$ cat config.mk
export PLATFORM = sky130hd
export DESIGN_NAME = blackjack_table_ctrl
export DESIGN_NICKNAME = d
export VERILOG_FILES = /design/src/rtl/blackjack_table_ctrl.sv
export SDC_FILE = /design/constraint.sdc
export NUM_CORES = 1
export LEC_CHECK = 0
export BUFFER_PORTS_ARGS = -buffer_cell sky130_fd_sc_hd__buf_2
export CORE_ASPECT_RATIO = 0.8
export CORE_MARGIN = 2
export CORE_UTILIZATION = 40
export DETAILED_ROUTE_END_ITERATION = 10
export GPL_TIMING_DRIVEN = 0
export HOLD_SLACK_MARGIN = 0.03
export PLACE_DENSITY_LB_ADDON = 0.12
export REMOVE_ABC_BUFFERS = 1
export SLEW_MARGIN = 20
export SYNTH_ARGS = -nofsm -noshare
export SYNTH_HDL_FRONTEND = slang
export SYNTH_SLANG_ARGS = --single-unit
$ cat constraint.sdc
create_clock -name i_clk -period 3.2 [get_ports i_clk]
set_clock_uncertainty 0.05 [all_clocks]
set_input_delay 0.48 -clock i_clk [delete_from_list [all_inputs] [get_ports i_clk]]
set_output_delay 0.48 -clock i_clk [all_outputs]
set_load 0.005 [all_outputs]
$ cat src/rtl/blackjack_table_ctrl.sv
// ---------------------------------------------------------------------------
// blackjack_table_ctrl
//
// Multi-seat blackjack round controller. Deals NUM_SEATS player hands plus a
// dealer hand from an external deck through a req/valid handshake. It then runs
// each seat's turn in order, lets the dealer draw to its threshold, and settles
// every seat against the dealer.
//
// Optional feature macro: DEALER_HIT_SOFT17_EN
//   defined   -> dealer also draws on a soft 17 (ace counted as 11)
//   undefined -> dealer stands on every effective sum >= DEALER_STAND
//
// Ports
//   i_clk          clock, all logic on rising edge
//   i_reset        synchronous active-high reset
//   i_start        begin a round (only honoured in IDLE)
//   i_hit          active seat requests a card
//   i_stand        active seat stands
//   o_card_req     registered request for the next deck card
//   i_card_valid   deck card valid this cycle
//   i_card_rank    1=A, 2..10, 11..13=J/Q/K (0/14/15 are ignored)
//   o_active_seat  seat whose turn it is
//   o_seat_sum     effective sums, seat 0 in the LSBs
//   o_dealer_sum   dealer effective sum
//   o_result       2 bits per seat: 00 none, 01 lose, 10 tie, 11 win
//   o_state        FSM state code
//   o_round_done   one-cycle pulse on entering DONE
// ---------------------------------------------------------------------------
module blackjack_table_ctrl #(
    parameter int NUM_SEATS    = 2,
    parameter int MAX_CARDS    = 5,
    parameter int DEALER_STAND = 17,
    parameter int SUM_W        = 6
) (
    input  logic                       i_clk,
    input  logic                       i_reset,
    input  logic                       i_start,
    input  logic                       i_hit,
    input  logic                       i_stand,
    output logic                       o_card_req,
    input  logic                       i_card_valid,
    input  logic [3:0]                 i_card_rank,
    output logic [1:0]                 o_active_seat,
    output logic [NUM_SEATS*SUM_W-1:0] o_seat_sum,
    output logic [SUM_W-1:0]           o_dealer_sum,
    output logic [NUM_SEATS*2-1:0]     o_result,
    output logic [2:0]                 o_state,
    output logic                       o_round_done
);

    localparam int HANDS = NUM_SEATS + 1;
    localparam int CNT_W = $clog2(MAX_CARDS + 1);

    localparam logic [SUM_W-1:0] SUM_TEN   = SUM_W'(10);
    localparam logic [SUM_W-1:0] SUM_21    = SUM_W'(21);
    localparam logic [SUM_W-1:0] SUM_STAND = SUM_W'(DEALER_STAND);
    localparam logic [SUM_W-1:0] SUM_MAX   = {SUM_W{1'b1}};
    localparam logic [SUM_W:0]   SUM_TEN_X = (SUM_W+1)'(10);
    localparam logic [SUM_W:0]   SUM_21_X  = (SUM_W+1)'(21);
    localparam logic [SUM_W:0]   SUM_MAX_X = {1'b0, {SUM_W{1'b1}}};
`ifdef DEALER_HIT_SOFT17_EN
    localparam logic [SUM_W-1:0] SUM_17    = SUM_W'(17);
`endif

    localparam logic [CNT_W-1:0] CNT_ONE = CNT_W'(1);
    localparam logic [CNT_W-1:0] CNT_TWO = CNT_W'(2);
    localparam logic [CNT_W-1:0] CNT_MAX = CNT_W'(MAX_CARDS);

    localparam logic [2:0] DEALER_IDX = 3'(NUM_SEATS);
    localparam logic [1:0] LAST_SEAT  = 2'(NUM_SEATS - 1);

    localparam logic [1:0] RES_LOSE = 2'b01;
    localparam logic [1:0] RES_TIE  = 2'b10;
    localparam logic [1:0] RES_WIN  = 2'b11;

    typedef enum logic [2:0] {
        IDLE      = 3'd0,
        DEAL      = 3'd1,
        CHK_DBJ   = 3'd2,
        PLAYER    = 3'd3,
        NEXT_SEAT = 3'd4,
        DEALER    = 3'd5,
        SETTLE    = 3'd6,
        DONE      = 3'd7
    } state_t;

    state_t                 state;
    logic                   cardReq;
    logic [1:0]             activeSeat;
    logic [2:0]             dealSeat;
    logic                   dealPass;
    logic                   roundDone;
    logic [NUM_SEATS*2-1:0] result;

    // Hand storage: indices 0..NUM_SEATS-1 are seats, index NUM_SEATS is the dealer
    logic [SUM_W-1:0] hardSum [HANDS];
    logic             hasAce  [HANDS];
    logic [CNT_W-1:0] cardCnt [HANDS];

    logic [SUM_W-1:0] effSum    [HANDS];
    logic             softAce   [HANDS];
    logic             isBust    [HANDS];
    logic             isBj      [HANDS];
    logic             isCharlie [HANDS];

    logic                   rankOk;
    logic                   cardTake;
    logic [3:0]             cardVal;
    logic [2:0]             targetHand;
    logic [SUM_W-1:0]       targetHard;
    logic [SUM_W:0]         addWide;
    logic [SUM_W-1:0]       newHard;
    logic [SUM_W-1:0]       actEff;
    logic [CNT_W-1:0]       actCnt;
    logic                   allBust;
    logic                   dealerDraw;
    logic [NUM_SEATS*2-1:0] settleResult;

    // Per-hand scoring. An ace counts as 11 only while that keeps the hand at
    // 21 or below. Since that needs hard <= 11, the narrow add cannot overflow.
    always_comb begin
        for (int h = 0; h < HANDS; h++) begin
            softAce[h]   = hasAce[h] && (({1'b0, hardSum[h]} + SUM_TEN_X) <= SUM_21_X);
            effSum[h]    = softAce[h] ? (hardSum[h] + SUM_TEN) : hardSum[h];
            isBust[h]    = effSum[h] > SUM_21;
            isBj[h]      = (cardCnt[h] == CNT_TWO) && (effSum[h] == SUM_21);
            isCharlie[h] = (cardCnt[h] == CNT_MAX) && !isBust[h];
        end
    end

    // Card intake. Only ranks 1..13 complete the handshake. Junk ranks leave the
    // request standing so the deck can present another card. The hard sum
    // saturates instead of wrapping.
    always_comb begin
        rankOk   = (i_card_rank != 4'd0) && (i_card_rank <= 4'd13);
        cardTake = cardReq && i_card_valid && rankOk;
        cardVal  = (i_card_rank > 4'd10) ? 4'd10 : i_card_rank;

        case (state)
            DEAL:    targetHand = dealSeat;
            PLAYER:  targetHand = {1'b0, activeSeat};
            default: targetHand = DEALER_IDX;
        endcase

        targetHard = '0;
        for (int h = 0; h < HANDS; h++) begin
            if (targetHand == 3'(h)) begin
                targetHard = hardSum[h];
            end
        end

        addWide = {1'b0, targetHard} + (SUM_W+1)'(cardVal);
        newHard = (addWide > SUM_MAX_X) ? SUM_MAX : addWide[SUM_W-1:0];
    end

    // Active seat view and the "everyone busted" shortcut past the dealer
    always_comb begin
        actEff  = '0;
        actCnt  = '0;
        allBust = 1'b1;
        for (int s = 0; s < NUM_SEATS; s++) begin
            if (activeSeat == 2'(s)) begin
                actEff = effSum[s];
                actCnt = cardCnt[s];
            end
            allBust = allBust && isBust[s];
        end
    end

    // Dealer keeps drawing while under the stand threshold and short of a
    // charlie. The optional soft-17 rule adds one more draw case.
    always_comb begin
        dealerDraw = (cardCnt[NUM_SEATS] < CNT_MAX) && (effSum[NUM_SEATS] < SUM_STAND);
`ifdef DEALER_HIT_SOFT17_EN
        if ((cardCnt[NUM_SEATS] < CNT_MAX) && softAce[NUM_SEATS] &&
            (effSum[NUM_SEATS] == SUM_17)) begin
            dealerDraw = 1'b1;
        end
`endif
    end

    // Settlement priority for each seat. The first rule that matches decides.
    always_comb begin
        settleResult = '0;
        for (int s = 0; s < NUM_SEATS; s++) begin
            if (isBj[NUM_SEATS])
                settleResult[2*s +: 2] = isBj[s] ? RES_TIE : RES_LOSE;
            else if (isBust[s])
                settleResult[2*s +: 2] = RES_LOSE;
            else if (isBj[s])
                settleResult[2*s +: 2] = RES_WIN;
            else if (isBust[NUM_SEATS])
                settleResult[2*s +: 2] = RES_WIN;
            else if (isCharlie[s])
                settleResult[2*s +: 2] = RES_WIN;
            else if (isCharlie[NUM_SEATS])
                settleResult[2*s +: 2] = RES_LOSE;
            else if (effSum[s] > effSum[NUM_SEATS])
                settleResult[2*s +: 2] = RES_WIN;
            else if (effSum[s] == effSum[NUM_SEATS])
                settleResult[2*s +: 2] = RES_TIE;
            else
                settleResult[2*s +: 2] = RES_LOSE;
        end
    end

    // Round FSM. A taken card lands in whichever hand the current state
    // targets, and the request always drops for a cycle after each take.
    // Reset has priority and discards any card presented on the same edge.
    always_ff @(posedge i_clk) begin
        if (i_reset) begin
            state      <= IDLE;
            cardReq    <= 1'b0;
            activeSeat <= '0;
            dealSeat   <= '0;
            dealPass   <= 1'b0;
            roundDone  <= 1'b0;
            result     <= '0;
            for (int h = 0; h < HANDS; h++) begin
                hardSum[h] <= '0;
                hasAce[h]  <= 1'b0;
                cardCnt[h] <= '0;
            end
        end else begin
            roundDone <= 1'b0;

            if (cardTake) begin
                cardReq <= 1'b0;
                for (int h = 0; h < HANDS; h++) begin
                    if (targetHand == 3'(h)) begin
                        hardSum[h] <= newHard;
                        hasAce[h]  <= hasAce[h] || (i_card_rank == 4'd1);
                        cardCnt[h] <= cardCnt[h] + CNT_ONE;
                    end
                end
            end

            case (state)
                IDLE: begin
                    if (i_start) begin
                        for (int h = 0; h < HANDS; h++) begin
                            hardSum[h] <= '0;
                            hasAce[h]  <= 1'b0;
                            cardCnt[h] <= '0;
                        end
                        result     <= '0;
                        dealSeat   <= '0;
                        dealPass   <= 1'b0;
                        activeSeat <= '0;
                        cardReq    <= 1'b1;
                        state      <= DEAL;
                    end
                end

                DEAL: begin
                    if (cardTake) begin
                        if (dealSeat == DEALER_IDX) begin
                            dealSeat <= '0;
                            if (dealPass)
                                state <= CHK_DBJ;
                            else
                                dealPass <= 1'b1;
                        end else begin
                            dealSeat <= dealSeat + 3'd1;
                        end
                    end else if (!cardReq) begin
                        cardReq <= 1'b1;
                    end
                end

                CHK_DBJ: begin
                    activeSeat <= '0;
                    state      <= isBj[NUM_SEATS] ? SETTLE : PLAYER;
                end

                PLAYER: begin
                    if (!cardReq) begin
                        if ((actEff >= SUM_21) || (actCnt >= CNT_MAX))
                            state <= NEXT_SEAT;
                        else if (i_stand)
                            state <= NEXT_SEAT;
                        else if (i_hit)
                            cardReq <= 1'b1;
                    end
                end

                NEXT_SEAT: begin
                    if (activeSeat == LAST_SEAT) begin
                        state <= allBust ? SETTLE : DEALER;
                    end else begin
                        activeSeat <= activeSeat + 2'd1;
                        state      <= PLAYER;
                    end
                end

                DEALER: begin
                    if (!cardReq) begin
                        if (dealerDraw)
                            cardReq <= 1'b1;
                        else
                            state <= SETTLE;
                    end
                end

                SETTLE: begin
                    result    <= settleResult;
                    roundDone <= 1'b1;
                    state     <= DONE;
                end

                DONE: begin
                    state <= IDLE;
                end

                default: begin
                    state <= IDLE;
                end
            endcase
        end
    end

    // Output mapping, seat 0 in the low bits
    always_comb begin
        o_seat_sum = '0;
        for (int s = 0; s < NUM_SEATS; s++) begin
            o_seat_sum[s*SUM_W +: SUM_W] = effSum[s];
        end
    end

    assign o_dealer_sum  = effSum[NUM_SEATS];
    assign o_card_req    = cardReq;
    assign o_active_seat = activeSeat;
    assign o_result      = result;
    assign o_state       = state;
    assign o_round_done  = roundDone;

endmodule

# [Word level (Yosys, flattened, before mapping)]
# Memory sizes are Yosys's and may differ from the RTL's.
# Cells that the tools add are included.
[classes] mux=105 add_sub_neg=12 reduce_logical=33 n_eq_ne=32 order_cmp=15 bitwise=18
[ops] operator="$mux W6" n=15
[ops] operator="$mux W3" n=22
[ops] operator="$mux W2" n=21
[ops] operator="$mux W1" n=38
[ops] operator="$pmux W3 S8" n=1
[ops] operator="$add A6 B4 Y7 const B" n=3
[ops] operator="$eq A3 B2 Y1 const B" n=7
[ops] operator="$eq A3 B3 Y1 const B" n=7
[ops] operator="$le A7 B5 Y1 const B" n=3
[ops] operator="$add A6 B4 Y6 const B" n=3
[ops] operator="$eq A6 B5 Y1 const B" n=3
[ops] operator="$gt A6 B5 Y1 const B" n=3
[ops] operator="$or A1 B1 Y1" n=18
[ops] operator="$ne A2 B2 Y1 const B" n=8
[ops] operator="$logic_and A1 B1 Y1" n=14
[ops] operator="$add A3 B1 Y3 const B" n=4
[ops] operator="$eq A6 B6 Y1" n=2
[ops] operator="$gt A6 B6 Y1" n=2
[ops] operator="$pmux W3 S2" n=2
[ops] operator="$mux W4" n=2
[ops] operator="$pmux W4 S2" n=1
[ops] operator="$reduce_and A8 Y1" n=1
[ops] operator="$add A6 B4 Y7" n=1
[ops] operator="$gt A7 B6 Y1 const B" n=1
[ops] operator="other kinds (24)" n=33
[word_totals] reg_bits=15 mem_bits_rw=30 output_inout_bits=29 elab_cells=225 input_bits=10 n_memories=3
[mem_list] name="hardSum" depth=3 width=6 read_ports=3 rd_clocked_by_memory_dff=0 wr=3 line="96" text="logic [SUM_W-1:0] hardSum [HANDS];"
[mem_list] name="cardCnt" depth=3 width=3 read_ports=3 rd_clocked_by_memory_dff=0 wr=3 line="98" text="logic [CNT_W-1:0] cardCnt [HANDS];"
[mem_list] name="hasAce" depth=3 width=1 read_ports=3 rd_clocked_by_memory_dff=0 wr=3 line="97" text="logic hasAce [HANDS];"

# [Depth between registers and ports, before layout]
# Gate-level depths: netlist of the first run.
[depth] depth_word=14 depth_mapped=17

# [Worst setup path before layout of the first run]
# No wires, ideal clock.
[synth_timing] path_type="register -> register" startpoint="memory hardSum[2][1] (netlist: hardSum[0][13])" endpoint="register result[1] (netlist: o_result[1])" synth_period_minus_slack_ns=3.540 arrival_ns=3.373 path_stages_with_launch=18 slack_ns=-0.340 path_buffers=1 required_ns=3.033 cell_sequence="dfxtp_1 clkbuf_2 inv_1 ha_1 and3b_1 o21ai_1 a22oi_2 and2_4 xnor2_1 inv_1 ha_1 a21o_1 a21o_1 a21o_1 a21o_1 a21oi_1 o211ai_1 a32o_1"
[synth_rtl] element="from (decl)" line="96"
[synth_rtl] element="to (signal assigned)" line="306" text="result <= settleResult;"
[synth_rtl] element="to (decl)" line="93" text="logic [NUM_SEATS*2-1:0] result;"

==> flow_metrics.tcl, run 1 <==
set metrics [dict create \
    outcome "finished with violations" \
    violations "negative setup slack" \
    seq_area_frac_synth_pct 21.8 \
    slew_violations 0 \
    drtIter0Drc 288 \
    antenna_found_initial 0 \
    cts_root_buf "clkbuf_16" \
    min-delay-start "o_result[1]$_SDFFE_PP0P_" \
    start_util_pct 40.7 \
    design_area_um2 5180 \
    hpwl_um 8790 \
    grt_usage_pct 22.2 \
    antenna_cells 0 \
    place_ws_ns -0.830 \
    boundaryPins 39 \
    finalHoldViolCount 0 \
    rsz0062_at_grt "true" \
    hold_end "o_result[1]$_SDFFE_PP0P_" \
    die_h_um 94.9 \
    setup_ws_ns -0.154 \
    final_util_pct 51.0 \
    ys_ff_latch 45 \
    reg2regPathDepth 15 \
    vias 4023 \
    reg2reg_to "o_result[1]$_SDFFE_PP0P_" \
    cts-hold-fix-buffers 0 \
    synth.distinct_cells 76 \
    cts-buffers-inserted 5 \
    grt-ovfl-total 0 \
    synth.avg_cell_area_um2 7.80 \
    cp.required_ns 3.33 \
    dieArea_um2 11200 \
    slowest_delay_ns 0.39 \
    synth_edf_count 0 \
    vdd_ir_drop_max_mv 0.333 \
    coreArea_um2 10200 \
    num_rows 33 \
    critPathKind "flop to flop" \
    drtAntennaViolNets 0 \
    fin_hold_ws_ns 0.428 \
    reg2reg_slack_ns -0.15 \
    worstSetupStartpointType "flop" \
    synth-async-reset-ratio_pct 0 \
    htree_num_levels 2 \
    viasPerCell 5.56 \
    endpoint_kind "flop" \
    netSwitchingFraction_pct 31.6 \
    synth_flop_cell "dfxtp_1" \
    finalCriticalPeriod_ns 3.35 \
    relSlewSlack_pct 44.2 \
    p_leak_nw 2.11 \
    finalCritPeriodShare_pct 105 \
    hold_path_class "flop to flop" \
    clk_latency_ns 0.29 \
    syn2layout_area_growth_pct 25.4 \
    yosysWarnings 0 \
    worstMarginPinSlew_ns 0.826 \
    critPathArrivalTime_ns 3.49 \
    crit_slowest_cell "dfxtp_4" \
    cellPowerDensity_nw_per_um2 317 \
    numPortBuffers 38 \
    syn_area_um2 4140 \
    drive_above_1_share_pct 29.1 \
    dpl.cell_count 679 \
    path_cells "clkinvlp_4, ha_4, and3b_2, o211ai_1, a22oi_2, and2_4, buf_6, nor2b_2, xnor2_2, ha_1, a21o_1, a21o_1, a21oi_2, o211ai_1, a32o_1" \
    finalNonFillerCells 724 \
    reg2reg_from "hardSum[0][13]$_SDFFE_PP0P_" \
    grt_pass1_wl_um 19900 \
    combPwrFrac_pct 24.0 \
    pwr-share-seq_pct 38.3 \
    maxCapViolCount 0 \
    die_w_um 118 \
    post_drt_wl_per_cell_um 17.1 \
    tritoncts "built" \
    clockBufferDepth 2 \
    critPathMaxFanout 4 \
    syn_inst 530 \
    clkTransAtPathRegs_ns 0.07 \
    whs_path_depth 1 \
    pwr-share-clk_pct 37.7 \
    power.internal_w 0.00112 \
    setup_viol 3 \
    gp_congestion 0.875 \
    drc 0 \
    path_delay_family "compound AO/OA/AOI/OAI gates" \
    clock-sinks 45 \
    first_pass_iters 5 \
    grt_pass1_vias 3744 \
    grt_max_degree 22 \
    fin_nets 630 \
    wl_um 12400 \
    post_dp_cell_area_um2 4340 \
    path_buf_inv 2 \
    p_sw_w 0.000520 \
    fmax_ghz 0.298 \
]
[stage by stage]
stage / total power, W / setup TNS [ns]
after floorplan: 0.000855 / -0.479
after global placement: 0.000955 / -7.03
after detailed placement: 0.000960 / -7.65
after CTS: 0.00162 / -0.114
after global routing: 0.00173 / -1.31
final: 0.00164 / -0.187
[cells in the final DEF, fill, tap and decap left out, drive strengths merged, types with 3 or more instances in the layout]
| master | instances |
|---|---|
| nand3 | 12 |
| o21ai | 25 |
| nand4 | 11 |
| dfxtp | 45 |
| and3b | 3 |
| nor3 | 18 |
| nor3b | 4 |
| a31oi | 5 |
| and2 | 6 |
| mux2i | 26 |
| xnor2 | 18 |
| a32o | 3 |
| a22oi | 3 |
| nor2b | 12 |
| inv | 33 |
| nand2 | 46 |
| clkbuf | 5 |
| a211o | 5 |
| o211ai | 4 |
| xor2 | 6 |
| nor2 | 52 |
| buf | 75 |
| nand3b | 6 |
| a21oi | 46 |
| a21o | 12 |
| nand2b | 8 |
| o21a | 6 |
| ha | 36 |
| a211oi | 10 |
[layer usage]
metal | vias to the layer above | GRT usage, % | part of all wire [%] | wire length (um)
li1 | 1996 | - | - | -
met1 | 1892 | 31.7 | 49 | 6030
met2 | 116 | 35.0 | 43 | 5370
met3 | 19 | 3.32 | 5.7 | 705
met4 | 0 | 6.02 | 2.1 | 255
met5 | - | 0 | 0 | 0
[repair_timing]
item,CTS,global route
gates resized for setup,46,41
setup buffers,24,15
pin swaps,16,14
setup endpoints to repair,35,28
cloned,0,0
[logic make-up (layout without fill, tap and decap cells)]
family | Yosys count | after routing | share of synthesized area, %
fa+ha+maj | 37 | 37 | 11.4
flops | 45 | 45 | 21.8
simple gates | 194 | 194 | 24.2
compound gates | 139 | 139 | 23.5
buf+inv | 63 | 117 | 7.05
mux | 28 | 28 | 6.84
xor+xnor | 24 | 24 | 5.26
[registers in the layout, indices dropped and copies added, names as in the netlist]
| signal | count |
|---|---|
| dealPass | 1 |
| o_round_done | 1 |
| dealSeat | 3 |
| o_state | 3 |
| cardCnt | 9 |
| hasAce | 3 |
| hardSum | 18 |
| o_result | 4 |
| o_active_seat | 2 |
| o_card_req | 1 |
[synthesized netlist by cell type, types with 6 or more instances]
master / count / area share (%)
xor2_1: 6 / 1.3
nor2b_1: 12 / 1.8
nand4_1: 11 / 1.7
a21o_1: 11 / 2.0
nor3_1: 18 / 2.2
nand3_1: 12 / 1.5
nand3b_1: 6 / 1.1
inv_1: 34 / 3.1
nor2_1: 49 / 4.4
a21oi_2: 7 / 1.5
buf_4: 6 / 1.1
o21ai_0: 21 / 2.5
clkbuf_1: 11 / 1.0
dfxtp_1: 45 / 22
a211oi_1: 7 / 1.3
nand2b_1: 8 / 1.2
nand2_1: 46 / 4.2
xnor2_1: 17 / 3.6
mux2i_1: 26 / 6.3
ha_1: 36 / 11
buf_2: 7 / 0.85
a21oi_1: 39 / 4.7
[final cells by class]
| class | count | area, um^2 |
|---|---|---|
| well taps | 140 | 175 |
| multi-input cells | 422 | 3290 |
| clock buffers | 5 | 125 |
| clock inverters | 3 | 50.0 |
| flip-flops and latches | 45 | 931 |
| fillers | 993 | 4970 |
| inverters | 34 | 135 |
| repair buffers | 75 | 475 |
[worst max path at each step]
stage                                     start                       end  slack, ns  cells after the start
floorplan           hardSum[0][13]$_SDFFE_PP0P_  o_result[1]$_SDFFE_PP0P_      -0.33                     16
global placement    hardSum[0][13]$_SDFFE_PP0P_  o_result[1]$_SDFFE_PP0P_      -0.79                     16
detailed placement  hardSum[0][13]$_SDFFE_PP0P_  o_result[1]$_SDFFE_PP0P_      -0.83                     16
CTS                 hardSum[0][13]$_SDFFE_PP0P_  o_result[1]$_SDFFE_PP0P_      -0.11                     16
global route        hardSum[0][13]$_SDFFE_PP0P_  o_result[1]$_SDFFE_PP0P_      -0.30                     15
finish              hardSum[0][13]$_SDFFE_PP0P_  o_result[1]$_SDFFE_PP0P_      -0.15                     15
[power groups by stage]
stage,logic (W),registers [W],clock network [W]
after floorplan,0.000230,0.000625,0
after global placement,0.000313,0.000641,0
after detailed placement,0.000318,0.000642,0
after CTS,0.000361,0.000627,0.000636
after global routing,0.000433,0.000635,0.000663
final,0.000395,0.000630,0.000619
Power figures use the tool's default switching activity.
==> inputs of run 2 (changes only) <==
clock period = 2.7 ns   (was 3.2 ns; I/O delays follow)
==> flow_metrics.tcl, run 2 (same netlist as run 1, synthesis figures left out) <==
set metrics [dict create \
    outcome "finished with violations" \
    violations "negative setup slack" \
    setup_ws_ns -0.713 \
    path_buf_inv 2 \
    antenna_found_initial 0 \
    clockBufferDepth 2 \
    slowest_delay_ns 0.39 \
    slew_violations 0 \
    power.total_w 0.00197 \
    critPathLaunch "hardSum[0][13]$_SDFFE_PP0P_" \
    start_util_pct 40.7 \
    regArea_um2 936 \
    grt_pass1_vias 3869 \
    num_rows 33 \
    clock-sinks 45 \
    cts_root_buf "clkbuf_16" \
    viasPerCell 5.64 \
    hold_path_class "input port to flop" \
    clkTransAtPathRegs_ns 0.07 \
    fmax_ghz 0.293 \
    path_delay_family "compound AO/OA/AOI/OAI gates" \
    layout_common_cells "nor2_1, nand2_1, buf_4, buf_2, a21oi_1" \
    design_area_um2 5540 \
    fin_hold_ws_ns 0.418 \
    htree_num_levels 2 \
    drtAntennaViolNets 0 \
    worstMarginPinSlew_ns 0.813 \
    post_drt_wl_per_cell_um 17.7 \
    tritoncts "built" \
    coreArea_um2 10200 \
    critPathKind "flop to flop" \
    fillers 972 \
    p_leak_nw 2.28 \
    min-delay-start "i_hit" \
    vdd_ir_drop_max_mv 0.387 \
    dieArea_um2 11200 \
    wl_met2_um 5760 \
    drive_above_1_share_pct 34.3 \
    reg2reg_from "hardSum[0][13]$_SDFFE_PP0P_" \
    worstSetupStartpointType "flop" \
    grt-ovfl-total 0 \
    clk_latency_ns 0.29 \
    wl_um 13100 \
    grt_max_degree 22 \
    wl_met1_um 6280 \
    endpoint_kind "flop" \
    rsz0062_at_grt "true" \
    setup_viol 33 \
    post_dp_cell_area_um2 4340 \
    drtIter0Drc 266 \
    fin_nets 646 \
    finalHoldViolCount 0 \
    cts-buffers-inserted 5 \
    grt_usage_pct 22.8 \
    grt_pass1_wl_um 20400 \
    relSlewSlack_pct 45.1 \
    cp.required_ns 2.83 \
    maxCapViolCount 0 \
    antenna_cells 0 \
    gp_congestion 0.875 \
    hpwl_um 8790 \
    largest_register_ffs 18 \
    die_h_um 94.9 \
    first_pass_iters 7 \
    syn2layout_area_growth_pct 33.9 \
    topRoutingLayerUsed "met4" \
    dr_wl_met3_um 630 \
    finalCriticalPeriod_ns 3.41 \
    boundaryPins 39 \
    multi_input_area_um2 3470 \
    path_cells "clkinvlp_4, ha_4, and3b_2, o211ai_1, a22oi_2, and2_4, buf_6, nor2b_4, xnor2_2, ha_1, a21o_1, a21o_1, a21oi_2, o211ai_1, a32o_1" \
    drc 0 \
    crit_slowest_cell "dfxtp_4" \
    top_register "hardSum" \
    critPathMaxFanout 4 \
    die_w_um 118 \
    critPathArrivalTime_ns 3.55 \
    layout_commonest_cell "nor2_1" \
    finalCritPeriodShare_pct 126 \
    cellPowerDensity_nw_per_um2 357 \
    numPortBuffers 38 \
    vias 4177 \
]
-- run 2: cell count changes in the layout (fill, tap and decap cells not counted), sizes merged --
cell	before	now
inv	33	34
buf	75	90
clkinvlp	2	1
clkbuf	5	6
-- run 2: final timing paths --
| kind | cells after the start | slack, ns | end |
|---|---|---|---|
| hold reg to reg | 1 | 0.43 | o_result[2]$_SDFFE_PP0P_ |
| setup reg to reg | 15 | -0.71 | o_result[1]$_SDFFE_PP0P_ |
| setup / recovery | 15 | -0.71 | o_result[1]$_SDFFE_PP0P_ |
| hold / removal | 3 | 0.42 | o_card_req$_SDFF_PP0_ |
-- run 2: worst register-to-register path, cell delays in order, from the launching register on --
cell and delay [ns]:
dfxtp_4 0.39, clkinvlp_4 0.12, ha_4 0.28, and3b_2 0.21
o211ai_1 0.27, a22oi_2 0.12, and2_4 0.21, buf_6 0.13
nor2b_4 0.12, xnor2_2 0.23, ha_1 0.30, a21o_1 0.18
a21o_1 0.15, a21oi_2 0.14, o211ai_1 0.11, a32o_1 0.27
-- run 2: final cells by class --
cell class / instances / share of cell area (%)
timing repair buffer: 91 / 11.7
clock inverter: 3 / 0.904
tap: 140 / 3.16
multi-input combinational: 422 / 62.6
clock buffer: 5 / 2.26
inverter: 34 / 2.46
sequential: 45 / 16.9
-- run 2: repair_timing --
item | in CTS | in global routing
hold buffers | 0 | 0
pin swaps | 26 | 28
setup buffers | 35 | 24
setup endpoints to repair | 41 | 39
resized for setup | 81 | 59
-- run 2: layer usage --
metal / global-route usage, % / up-vias
met5: 0 / -
met4: 7.53 / 0
met3: 3.38 / 37
met2: 36.2 / 153
met1: 31.9 / 1949
li1: - / 2038
-- run 2: power by group --
part	switching, W	leakage [nW]	internal (W)	total [W]
logic	0.000273	1.82	0.000218	0.000492
registers	0.0000632	0.373	0.000683	0.000746
clock network	0.000292	0.0859	0.000445	0.000737
total	0.000628	2.28	0.00135	0.00197
-- run 2: metrics by stage --
stage	TNS [ns]	util [%]	std cells	worst slack, ns
global placement	-21.34	42.7	679	-1.29
global route	-17.42	54.5	740	-0.863
finish	-11.15	54.5	740	-0.713
CTS	-10.58	50.5	722	-0.607
detailed placement	-22.85	42.7	679	-1.33
floorplan	-7.33	-	501	-0.830
==> inputs of run 3 (changes only) <==
SKIP_LAST_GASP = 1   (was default)
==> flow_metrics.tcl, run 3 (same netlist as run 1, synthesis figures left out) <==
set metrics [dict create \
    outcome "finished with violations" \
    violations "negative setup slack" \
    critPathLaunch "hardSum[0][13]$_SDFFE_PP0P_" \
    maxCapViolCount 0 \
    hpwl_um 8790 \
    setup_tns_ns -6.79 \
    path_delay_family "compound AO/OA/AOI/OAI gates" \
    combPwrFrac_pct 25.8 \
    fmax_ghz 0.296 \
    reg2reg_slack_ns -0.68 \
    grt_usage_pct 22.8 \
    drive_above_1_share_pct 35.8 \
    setup_viol 32 \
    critPathArrivalTime_ns 3.51 \
    met2_usage_pct 36.1 \
    endpoint_kind "flop" \
    finalCritPeriodShare_pct 125 \
    p_sw_w 0.000648 \
    die_w_um 118 \
    rsz0062_at_grt "true" \
    htree_num_levels 2 \
    tritoncts "built" \
    grt_use_met1_pct 32.0 \
    antenna_cells 0 \
    setup_ws_ns -0.675 \
    vias 4165 \
    drtIter0Drc 250 \
    hold_path_class "input port to flop" \
    clk_latency_ns 0.29 \
    dieArea_um2 11200 \
    slowest_delay_ns 0.39 \
    critPathMaxFanout 4 \
    clockBufferDepth 2 \
    grt_busiest_layer "met2" \
    start_util_pct 40.7 \
    grt-ovfl-total 0 \
    wl_um 13300 \
    gp_congestion 0.875 \
    netSwitchingFraction_pct 32.3 \
    die_h_um 94.9 \
    use_met3_pct 3.32 \
    pwr-share-seq_pct 37.1 \
    cp.required_ns 2.83 \
    vdd_ir_drop_max_mv 0.387 \
    syn2layout_area_growth_pct 36.7 \
    p_leak_nw 2.29 \
    min-delay-start "i_hit" \
    grt_pass1_vias 3855 \
    num_rows 33 \
    reg2reg_from "hardSum[0][13]$_SDFFE_PP0P_" \
    crit_slowest_cell "dfxtp_4" \
    boundaryPins 39 \
    top_register "hardSum" \
    largest_register_ffs 18 \
    fin_nets 649 \
    cts-buffers-inserted 5 \
    finalCriticalPeriod_ns 3.38 \
    fin_hold_ws_ns 0.418 \
    cellPowerDensity_nw_per_um2 355 \
    reg2reg_to "o_result[1]$_SDFFE_PP0P_" \
    antenna_found_initial 0 \
    coreArea_um2 10200 \
    worstMarginPinSlew_ns 0.822 \
    pwr-share-clk_pct 37.1 \
    relSlewSlack_pct 44.5 \
    drc 0 \
    first_pass_iters 4 \
    clkTransAtPathRegs_ns 0.07 \
    path_buf_inv 2 \
    layout_common_cells "nor2_1, nand2_1, buf_4, buf_2, dfxtp_1" \
    clock-sinks 45 \
    post_drt_wl_per_cell_um 18.0 \
    critPathKind "flop to flop" \
    grt_pass1_wl_um 20300 \
    cp.depth 15 \
    finalHoldViolCount 0 \
    slew_violations 0 \
    layout_commonest_cell "nor2_1" \
    reg2regPathDepth 15 \
    numPortBuffers 38 \
    endpoint "o_result[1]$_SDFFE_PP0P_" \
    drtAntennaViolNets 0 \
    path_cells "clkinvlp_4, ha_4, and3b_2, o211ai_1, a22oi_2, and2_4, buf_6, nor2b_4, xnor2_2, ha_1, a21o_1, a21o_1, a21oi_2, o211ai_1, a32o_1" \
    grt_max_degree 22 \
    viasPerCell 5.61 \
    cts-hold-fix-buffers 0 \
    power.internal_w 0.00136 \
    cts_root_buf "clkbuf_16" \
    worstSetupStartpointType "flop" \
]
[run 3: cell count changes in the layout (fill, tap and decap cells not counted), moves of 2 or more]
cell / previous run / this run
a21oi_4: 4 / 7
ha_4: 10 / 12
a21oi_1: 33 / 29
buf_4: 41 / 43
[run 3: worst min-delay path by stage]
stage                                 to  slack [ns]  cells after the start
2_1_floorplan  hasAce[0][2]$_SDFFE_PP0P_        0.40                      1
3_3_place_gp    o_result[0]$_SDFFE_PP0P_        0.40                      1
3_5_place_dp    o_result[2]$_SDFFE_PP0P_        0.41                      1
4_1_cts         o_result[2]$_SDFFE_PP0P_        0.43                      1
5_1_grt         o_result[1]$_SDFFE_PP0P_        0.44                      1
6_report           o_card_req$_SDFF_PP0_        0.42                      3
[run 3: worst reg2reg max path, cell delays in order (launching register included)]
cell        delay [ns]
dfxtp_4           0.39
clkinvlp_4        0.11
ha_4              0.28
and3b_2           0.22
o211ai_1          0.28
a22oi_2           0.12
and2_4            0.19
buf_6             0.13
nor2b_4           0.12
xnor2_2           0.22
ha_1              0.30
a21o_1            0.18
a21o_1            0.15
a21oi_2           0.14
o211ai_1          0.11
a32o_1            0.26
[run 3: metal layers]
layer / part of all wire, % / routed length, um
met4: 2.4 / 315
met2: 45 / 5950
met5: 0 / 0
met3: 4.2 / 560
met1: 49 / 6520
[run 3: area by class of cell]
class,count,area [um^2]
Clock inverter,3,50.0
Inverter,34,136
Fill cell,956,4500
Sequential cell,45,938
Tap cell,140,175
Multi-Input combinational cell,422,3560
Clock buffer,5,125
Timing Repair Buffer,94,672
[run 3: power groups by stage]
stage	Clock (W)	Sequential [W]	Combinational (W)
after global routing	0.000787	0.000749	0.000566
after CTS	0.000753	0.000742	0.000435
final	0.000744	0.000744	0.000519
after detailed placement	0	0.000761	0.000376
after global placement	0	0.000760	0.000371
after floorplan	0	0.000741	0.000273
[run 3: repair_timing]
| action | in CTS | in global routing |
|---|---|---|
| hold endpoints to repair | 0 | 0 |
| setup endpoints to repair | 41 | 39 |
| buffers inserted | 35 | 27 |
| pin swaps | 26 | 34 |
| cloned | 0 | 0 |
| gates resized for setup | 72 | 79 |
[run 3: per-stage QoR]
step	util, %	instances	instance area (um^2)	setup WS [ns]	power [W]
2_1_floorplan	-	501	3970	-0.830	0.00101
3_3_place_gp	42.7	679	4340	-1.29	0.00113
3_5_place_dp	42.7	679	4340	-1.33	0.00114
4_1_cts	50.1	722	5090	-0.607	0.00193
5_1_grt	55.7	743	5650	-0.801	0.00210
6_report	55.7	743	5650	-0.675	0.00201
